===== src/rtl/square_period_meter.sv =====
// ---------------------------------------------------------------------------
// square_period_meter
//
// Purpose:
//   Measures a square wave carried on an unsigned DATA_W-bit sample stream.
//   Each qualified sample is sliced to a logic level with hysteresis:
//     - at or above HI_THR the level goes high
//     - at or below LO_THR the level goes low
//     - in between, the level is held
//   The block then counts the period and the high time, in qualified samples,
//   between successive rising edges of that level. It reports one result per
//   complete cycle.
//
// Ports:
//   clk        system clock, rising-edge
//   rst_n      synchronous active-low reset
//   sig_in     unsigned sample (midscale = 2**(DATA_W-1))
//   sample_en  qualifies sig_in; no state advances while low
//   period_out last measured period, in samples
//   high_out   last measured high time, in samples
//   valid      one-cycle strobe, high when period_out/high_out were just updated
//   locked     high while measuring (a rise was seen, no timeout since)
//   timeout    sticky period-overflow flag, cleared by the next valid
// ---------------------------------------------------------------------------
module square_period_meter #(
  parameter int                 DATA_W     = 12,
  parameter int                 CNT_W      = 24,
  parameter logic [DATA_W-1:0]  HI_THR     = DATA_W'(2560),
  parameter logic [DATA_W-1:0]  LO_THR     = DATA_W'(1536),
  parameter logic [CNT_W-1:0]   MAX_PERIOD = CNT_W'(24'hFFFFFF)
) (
  input  logic              clk,
  input  logic              rst_n,
  input  logic [DATA_W-1:0] sig_in,
  input  logic              sample_en,
  output logic [CNT_W-1:0]  period_out,
  output logic [CNT_W-1:0]  high_out,
  output logic              valid,
  output logic              locked,
  output logic              timeout
);

  typedef enum logic {
    IDLE,
    MEASURE
  } state_t;

  localparam logic [CNT_W-1:0] CNT_ONE  = CNT_W'(1);
  // The overflow check looks one count ahead.
  // As a result, the period reported on a rise (cnt+1) can never exceed MAX_PERIOD.
  localparam logic [CNT_W-1:0] CNT_LAST = MAX_PERIOD - CNT_ONE;

  state_t             state;
  logic               level;
  logic [CNT_W-1:0]   cnt;
  logic [CNT_W-1:0]   high_cnt;

  logic               rise;
  logic               fall;

  // Edge detection against the current sliced level.
  // Samples between the two thresholds produce neither edge, which gives the hysteresis.
  assign rise = sample_en && !level && (sig_in >= HI_THR);
  assign fall = sample_en &&  level && (sig_in <= LO_THR);

  always_ff @(posedge clk) begin
    if (!rst_n) begin
      state      <= IDLE;
      level      <= 1'b0;
      cnt        <= '0;
      high_cnt   <= '0;
      period_out <= '0;
      high_out   <= '0;
      valid      <= 1'b0;
      locked     <= 1'b0;
      timeout    <= 1'b0;
    end else begin
      valid <= 1'b0;

      if (sample_en) begin
        if (rise) begin
          level <= 1'b1;
        end else if (fall) begin
          level <= 1'b0;
        end

        case (state)
          IDLE: begin
            // The first rise only establishes the phase reference.
            // No result can be reported yet.
            if (rise) begin
              state    <= MEASURE;
              cnt      <= '0;
              high_cnt <= CNT_ONE;
              locked   <= 1'b1;
            end
          end

          MEASURE: begin
            if (rise) begin
              // The rising sample itself closes the period.
              // It is also the first high sample of the next period.
              period_out <= cnt + CNT_ONE;
              high_out   <= high_cnt;
              valid      <= 1'b1;
              timeout    <= 1'b0;
              cnt        <= '0;
              high_cnt   <= CNT_ONE;
            end else if (cnt == CNT_LAST) begin
              // Give up on this period.
              // The level is kept, so re-locking needs a genuine low-to-high transition.
              state   <= IDLE;
              timeout <= 1'b1;
              locked  <= 1'b0;
            end else begin
              cnt <= cnt + CNT_ONE;
              if (level && !fall) begin
                high_cnt <= high_cnt + CNT_ONE;
              end
            end
          end

          default: begin
            state <= IDLE;
          end
        endcase
      end
    end
  end

endmodule


===== config.mk =====
export PLATFORM = sky130hd
export DESIGN_NAME = square_period_meter
export DESIGN_NICKNAME = d
export VERILOG_FILES = /design/src/rtl/square_period_meter.sv
export SDC_FILE = /design/constraint.sdc
export NUM_CORES = 1
export LEC_CHECK = 0
export ABC_AREA = 1
export CORE_MARGIN = 3
export CORE_UTILIZATION = 59
export CTS_CLUSTER_SIZE = 25
export DETAILED_ROUTE_END_ITERATION = 7
export PLACE_DENSITY = 0.85
export REMOVE_ABC_BUFFERS = 1
export SYNTH_ARGS = -nofsm -noshare
export SYNTH_HDL_FRONTEND = slang
export SYNTH_SLANG_ARGS = --single-unit

===== constraint.sdc =====
create_clock -name clk -period 3.6 [get_ports clk]
set_input_delay 0.54 -clock clk [delete_from_list [all_inputs] [get_ports clk]]
set_output_delay 0.54 -clock clk [all_outputs]
set_load 0.03 [all_outputs]

---- Yosys cells after proc, flatten, opt, wreduce, memory -nomap -nowiden ----
Index checks and enable logic that the tools add are counted.
W data, S select, Z words.
storage, ports and cells
  output and inout port bits .............. 51
  register bits after elaboration ......... 101
  logic and storage cells ................. 57
  bits of input ports ..................... 15
cells by class
  reductions and logical operators ........ 16
  multiplexer cells ....................... 21
  bitwise gates (word level) .............. 1
  eq/ne operators ......................... 6
  $add $sub $neg .......................... 2
  magnitude comparators ................... 2
operators with widths
  cell                     number
  $mux W24                 7
  $pmux W24 S2             2
  $add A24 B1 Y24 const B  2
  $eq A24 B24 Y1 const B   1
  $ge A12 B12 Y1 const B   1
  $le A12 B11 Y1 const B   1
  $reduce_and A3 Y1        4
  $mux W1                  10
  $reduce_and A4 Y1        2
  $logic_and A1 B1 Y1      5
  $ne A2 B2 Y1 const B     2
  $pmux W1 S2              2
  $reduce_bool A2 Y1       2
  $ne A3 B1 Y1 const B     1
  $ne A3 B3 Y1 const B     1
  $logic_not A1 Y1         2
  $ne A2 B1 Y1 const B     1
  $reduce_and A2 Y1        1
  $not A1 Y1               1

---- Depth between registers and ports, before layout ----
Gate-level depths: netlist of the first run.
  word-level depth ........................ 8
  mapped depth ............................ 12
  gate-level depth less buffers ........... 11

---- Worst setup path after synthesis of the first run ----
OpenSTA, ideal clock, no wires.
  path kind ............................... input to register
  start point ............................. input port sig_in[10]
  end point ............................... register period_out[11]
  data arrival time ....................... 1.657 ns
  setup slack ............................. 1.885 ns
  buffers on the path ..................... 3
  required time ........................... 3.542 ns
  stages on the path ...................... 10
  library setup time ...................... 0.058 ns
  path through ............................ o21ai_1 -> nor2_2 -> inv_2 -> buf_2 -> nor2_2 -> nor2_1 -> buf_2 -> buf_4 -> nand2_1 -> nand2_1
between the ends
  word-level cells in the longest chain between the ends .. 3
RTL lines
  item                                line  RTL
  from (decl)                         34    input logic [DATA_W-1:0] sig_in,
  $ge A12 B12 Y1                      63    assign rise = sample_en && !level && (sig_in >= HI_THR);
  $logic_and A1 B1 Y1                 63
  $reduce_and A3 Y1 (no source line)  --
  to (signal assigned)                103   period_out <= cnt + CNT_ONE;
  to (decl)                           36    output logic [CNT_W-1:0] period_out,
No other way between the ends.
A chain may end at the register's enable or synchronous reset.

---- Worst setup path in the final report of the first run ----
  start point ............................. input port sig_in[10]
  end point ............................... register cnt[0]
between the ends
  word-level cells in the longest chain between the ends .. 4
  elaborated cells between the ends (all ways) .. 7
  classes of those cells .................. 1 x order compare; 2 x eq/ne; 2 x mux; 2 x reduce/logical
RTL lines
  item                                                                       line  RTL
  $ge A12 B12 Y1 (*)                                                         63
  $logic_and A1 B1 Y1 (*)                                                    63
  $ne A3 B3 Y1 (no source line), or another cell as far along                --
  $reduce_and A3 Y1 (no source line) / $pmux W24 S2 (equally long branches)  --
  to (signal assigned)                                                       116   cnt <= cnt + CNT_ONE;
  to (decl)                                                                  55    logic [CNT_W-1:0] cnt;
Mark *: on every way between the ends. The rest lies on a longest branch, timed or not.

==> results of run 1 <==
==> metrics by stage <==
| stage | power, µW | worst slack (ns) | instance area, µm² | util, % |
|---|---|---|---|---|
| final | 2041 | 0.8416 | 5827 | 73.13 |
| after global routing | 2107 | 0.6133 | 5827 | 73.13 |
| after CTS | 2040 | 0.9563 | 5827 | 73.13 |
| after detailed placement | 1388 | 0.6014 | 5652 | 70.93 |
| after global placement | 1379 | 0.7431 | 5652 | 70.93 |
| after floorplan | 1309 | 0.7119 | 4821 | - |
==> sequential cells by signal (all words and copies together), names as in the netlist <==
signal      flops
valid           1
timeout         1
cnt            24
high_out       24
state           1
high_cnt       24
period_out     24
level           1
locked          1
==> power by group through the flow <==
stage | combinational (µW) | clock (µW) | sequential [µW]
finish | 195 | 674 | 1170
global route | 216 | 715 | 1170
CTS | 192 | 678 | 1170
detailed placement | 192 | 0 | 1200
global placement | 185 | 0 | 1190
floorplan | 117 | 0 | 1190
==> layout make-up <==
class	count	area [µm²]
fill	684	2141
tap	102	127.6
sequential	101	2022
timing repair buffer	71	695.7
multi-input combinational	564	2574
inverter	62	232.7
clock buffer	12	145.1
clock inverter	4	30.03
==> worst max path at each step <==
stage               cells after the start       start     endpoint  slack [ns]
floorplan                               3       rst_n  high_out[2]        0.71
global placement                        8  sig_in[10]       cnt[0]        0.74
detailed placement                      8  sig_in[10]       cnt[0]        0.60
CTS                                     8  sig_in[10]       cnt[0]        0.96
global route                            8  sig_in[10]       cnt[0]        0.61
finish                                  8  sig_in[10]       cnt[0]        0.84
==> critical path, delay by kind of cell <==
kind	cells	cell delay, ns
AO/OA/AOI/OAI	3	0.55
AND/OR/NAND/NOR	3	1.30
buffers and inverters	2	0.66
==> synth_stat cells, drive strengths merged <==
| cell | number | area [µm²] |
|---|---|---|
| a21boi | 1 | 7.510 |
| o21bai | 1 | 7.510 |
| nand3 | 72 | 360.4 |
| nand2 | 234 | 907.1 |
| nor3 | 12 | 71.32 |
| nand4 | 4 | 25.02 |
| nor4 | 2 | 12.51 |
| a21oi | 34 | 170.2 |
| o21ai | 54 | 270.3 |
| inv | 60 | 225.2 |
| xnor2 | 4 | 35.03 |
| a21o | 1 | 7.510 |
| or2 | 1 | 6.260 |
| xor2 | 9 | 78.83 |
| buf | 14 | 103.8 |
| clkinv | 2 | 7.510 |
| a22o | 8 | 70.07 |
| clkbuf | 14 | 52.55 |
| nor2 | 119 | 461.7 |
| ha | 3 | 37.54 |
| dfxtp | 101 | 2022 |
| nand3b | 5 | 37.54 |
==> layer usage <==
metal  vias to the layer above  global-route usage (%)  wire length [µm]  part of all wire [%]
met3                        27                   4.643               780                   5.8
met5                         -                       0                 0                     0
met4                         0                   12.57               311                   2.3
met2                       194                   49.32              6848                    51
li1                       2528                       -                 -                     -
met1                      2294                   33.85              5496                    41
==> logic make-up after synthesis <==
kind of cell             synth area share (%)
XOR/XNOR                                2.288
adder cells (fa/ha/maj)                0.7542
flip-flops                              40.62
AND/OR/NAND/NOR                         37.81
buffers and inverters                   7.818
AO/OA/AOI/OAI                           10.71
==> run_results.csv, run 1 <==
group,metric,value,unit
layout,syn_to_final_growth,17.07,%
clock_network,cts.sinks,101,
global_route,grt_pass1_vias,4821,
global_route,grt_pass1_wl,22.48,mm
setup_path,cp-start-kind,"primary input",
synth,synth.distinct_cells,31,
placement,place_congestion,0.9543,
layout,stdcell_count,916,
global_route,grt_util_all_layers,28.19,%
clock_network,cts_tree,"yes",
synth,synth.yosys.seq_area_share,40.62,%
layout,drive_above_1_share,4.668,%
sta,fin_tns_setup,0,ns
setup_path,cp.arrival,3.05,ns
sta,worst_pin_slew,0.8875,ns
setup_path,r2r.worst_path.cells,10,
drt,route.detailed.drc,0,
synth,syn-cell-area,4977,µm²
global_route,grt_max_degree,37,
setup_path,path_class,"in2reg",
setup_path,worstPathRequired,3.89,ns
power,p_clk_share,33.0,%
drt,wl_per_cell,14.67,µm
sta,timing.fmax,362.5,MHz
floorplanning,io_pins,66,
floorplanning,initial_core_util,62.47,%
sta,min_period_over_period,76.62,%
clock_network,clock_latency,0.38,ns
placement,portBuffers,65,
sta,finalClockSkew,0.01803,ns
power,power.internal,1480,µW
sta,grt_setup_unrepaired,"false",
sta,final-setup-viol-count,0,
power,p_sw_share,27.46,%
setup_path,crit_path_cell_trace,"clkdlybuf4s50_1 -> o21ai_1 -> nor2_2 -> nor2_2 -> inv_1 -> nor2_1 -> o21ai_0 -> a21oi_1",
synth,syn_inst,755,
clock_network,path_clk_slew,0.10,ns
worst_hold_path,hold_path_startpoint,"period_out[23]",
setup_path,reg2reg_to,"cnt[7]",
synth,postSynthAreaPerCell,6.592,µm²
power,power.switching,560.3,µW
synth,yosysWarnings,0,
setup_path,crit_path_frequent_cell,"nor2_2",
sta,hold_viol_final,0,
power,combPwrFrac,9.6,%
layout,antenna-diode-count,0,
global_route,antenna_found_initial,0,
drt,ant_nets,0,
clock_network,root_buffer,"clkbuf_8",
placement,dpl.hpwl,9.659,mm
floorplanning,core-area,7968,µm²
floorplanning,die_x,97.85,µm
clock_network,cts_buffers,9,
worst_hold_path,hold_class,"reg2reg",
floorplanning,die_y,97.85,µm
power,p_per_area,350.2,nW/µm²
sta,slew-limit-headroom,40.61,%
clock_network,cts_buffer_depth,2,
power,p_leak,0.002110,µW
floorplanning,die_area,9575,µm²
power,pwr-share-seq,57.4,%
clock_network,post_cts_buffers,0,
worst_hold_path,min_to,"period_out[23]",
setup_path,timing.rr.start,"cnt[0]",
layout,nNetsFinal,827,
outcome,status,"finished clean",
clock_network,cts_resized,0,
global_route,gr-total-overflow,0,
setup_path,end_kind,"flop",
floorplanning,rows,32,
worst_hold_path,whs_path_depth,2,
drt,drt_iter0_markers,281,
setup_path,cp_max_fo,12,
layout,final_cell_mix,"nand2_1, nor2_1, dfxtp_1",
setup_path,reg2reg_slack,1.07,ns
power,peakVddDrop,0.3615,mV
sta,timing.hold.ws,0.4568,ns
placement,place_inst,900,
setup_path,cp_slowest_cell,"nor2_1",
clock_network,htree_levels,3,
synth,synth_seq_cells,101,
drt,drt-vias-per-instance,5.505,
clock_network,cts_hold_buffers,0,
sta,min_period,2.758,ns
drt,drt_pre_antenna_iters,5,
sta,report.final.slew_viol_count,0,
drt,drt-total-wl,13.44,mm
layout,final_common_cell,"nand2_1",
setup_path,slowest_delay,0.74,ns
drt,num_vias,5043,
run,max_cap_violations,0,
Note: power is estimated with default switching activity, not from simulation.
==> inputs of run 2 (changes only) <==
Settings changed: CORE_UTILIZATION 59 to 50, PLACE_DENSITY 0.85 to 0.76.
Clock period 3.6 ns to 2.26 ns, I/O delays scaled along.
==> run 2 against run 1 <==
Clock skew shrank 0.0076 ns. Sequential power grew 59%. Global-route usage shrank 4.2 points. Combinational power grew 70%.
==> run_results.csv, run 2 (synthesis results as in run 1) <==
group,metric,value,unit
outcome,status,"finished clean",
layout,drive_above_1_share,6.174,%
power,p_leak,0.002175,µW
setup_path,cp-start-kind,"flop",
sta,worst_pin_slew,1.070,ns
setup_path,end_kind,"flop",
sta,report.final.slew_viol_count,0,
placement,portBuffers,65,
layout,post-route-util,63.15,%
global_route,grt_pass1_vias,4817,
layout,multiInputGateArea,2574,µm²
floorplanning,core-area,9459,µm²
layout,fill_cells,879,
sta,grt_setup_unrepaired,"false",
layout,seq_area,2022,µm²
clock_network,cts_hold_buffers,0,
run,max_cap_violations,0,
clock_network,cts_buffer_depth,2,
clock_network,cts_tree,"yes",
floorplanning,die_y,105.8,µm
sta,min_period,2.028,ns
floorplanning,io_pins,66,
clock_network,path_clk_slew,0.10,ns
setup_path,cp.arrival,2.34,ns
worst_hold_path,hold_class,"reg2reg",
sta,hold_viol_final,0,
global_route,grt_max_degree,50,
global_route,grt_util_all_layers,23.98,%
setup_path,path_class,"reg2reg",
sta,final-setup-viol-count,0,
sta,finalClockSkew,0.01043,ns
clock_network,cts_buffers,9,
clock_network,post_cts_buffers,0,
global_route,grt_pass1_wl,22.13,mm
clock_network,clock_latency,0.38,ns
drt,wl_per_cell,13.32,µm
global_route,gr-total-overflow,0,
floorplanning,initial_core_util,52.62,%
clock_network,cts_resized,0,
placement,dpl_cell_area,5808,µm²
drt,drt-vias-per-instance,5.185,
setup_path,crit_path_frequent_cell,"nor2_1",
clock_network,htree_levels,3,
sta,timing.fmax,493.2,MHz
setup_path,worstPathRequired,2.58,ns
drt,ant_nets,0,
setup_path,cp_slowest_cell,"dfxtp_1",
layout,final_cell_mix,"nand2_1, nor2_1, dfxtp_1",
power,peakVddDrop,0.5297,mV
drt,num_vias,4952,
clock_network,root_buffer,"clkbuf_8",
global_route,antenna_found_initial,0,
clock_network,cts.sinks,101,
setup_path,cp_max_fo,7,
power,p_per_area,540.7,nW/µm²
drt,drt_pre_antenna_iters,5,
sta,min_period_over_period,89.72,%
layout,final_common_cell,"nand2_1",
layout,postLayoutCellArea,5973,µm²
setup_path,slowest_delay,0.48,ns
drt,route.detailed.drc,0,
layout,antenna-diode-count,0,
sta,slew-limit-headroom,28.52,%
placement,place_congestion,0.9317,
drt,drt_iter0_markers,213,
placement,dpl.hpwl,9.206,mm
floorplanning,die_area,11190,µm²
setup_path,crit_path_cell_trace,"ha_1 -> inv_1 -> nor2_1 -> nand2_1 -> nor2_1 -> nand2_1 -> nor2_1 -> nor2_1 -> nor2_1 -> nand2_1 -> a21oi_1",
floorplanning,die_x,105.8,µm
floorplanning,rows,35,
power,p_total,3230,µW
layout,syn_to_final_growth,20.01,%
drt,drt-total-wl,12.72,mm
layout,nNetsFinal,840,
==> run 2: changes by cell type in the layout (fill, tap and decap cells not counted), sizes merged <==
cell | previous run | this run
buf | 6 | 19
clkinvlp | 1 | 2
clkinv | 3 | 4
inv | 62 | 61
clkbuf | 12 | 10
==> run 2: cell type report <==
class	count	area share, %
multi-input cells	564	43.09
flip-flops and latches	101	33.85
repair buffers	84	13.70
inverters	62	3.896
well taps	129	2.702
clock buffers	10	2.137
clock inverters	5	0.6284
==> run 2: critical path: cells and delay by family (launching register included) <==
kind	cells	cell delay [ns]
adder cells (fa/ha/maj)	1	0.24
buffers and inverters	1	0.06
flip-flops	1	0.48
AO/OA/AOI/OAI	1	0.11
AND/OR/NAND/NOR	8	1.08
==> run 2: where the power goes <==
group          internal, µW  switching, µW
Combinational           123            208
Sequential             1820           45.6
Clock                   399            637
==> run 2: routing by layer <==
layer | global-route usage, % | routed length, µm | vias up
li1 | - | - | 2539
met1 | 28.56 | 5480 | 2276
met2 | 42.67 | 6461 | 111
met3 | 4.470 | 534 | 26
met4 | 9.066 | 241 | 0
met5 | 0 | 0 | -
==> run 2: path summary, 6_finish.rpt <==
| path | start | to | slack, ns | depth (start not counted) |
|---|---|---|---|---|
| worst min register to register | period_out[20] | period_out[20] | 0.45 | 2 |
| worst max register to register | cnt[0] | cnt[18] | 0.23 | 11 |
| worst max-delay path | cnt[0] | cnt[18] | 0.23 | 11 |
| worst min-delay path | period_out[20] | period_out[20] | 0.45 | 2 |
==> run 2: through the flow <==
step	cells	setup TNS [ns]	hold WS (ns)	setup WS (ns)
finish	955	0	0.4531	0.2323
floorplan	727	-16.40	0.4594	-0.4271
CTS	955	0	0.4576	0.2471
global route	955	0	0.4800	0.006393
global placement	940	-0.1861	0.4367	-0.02691
detailed placement	940	-0.1622	0.4380	-0.03508
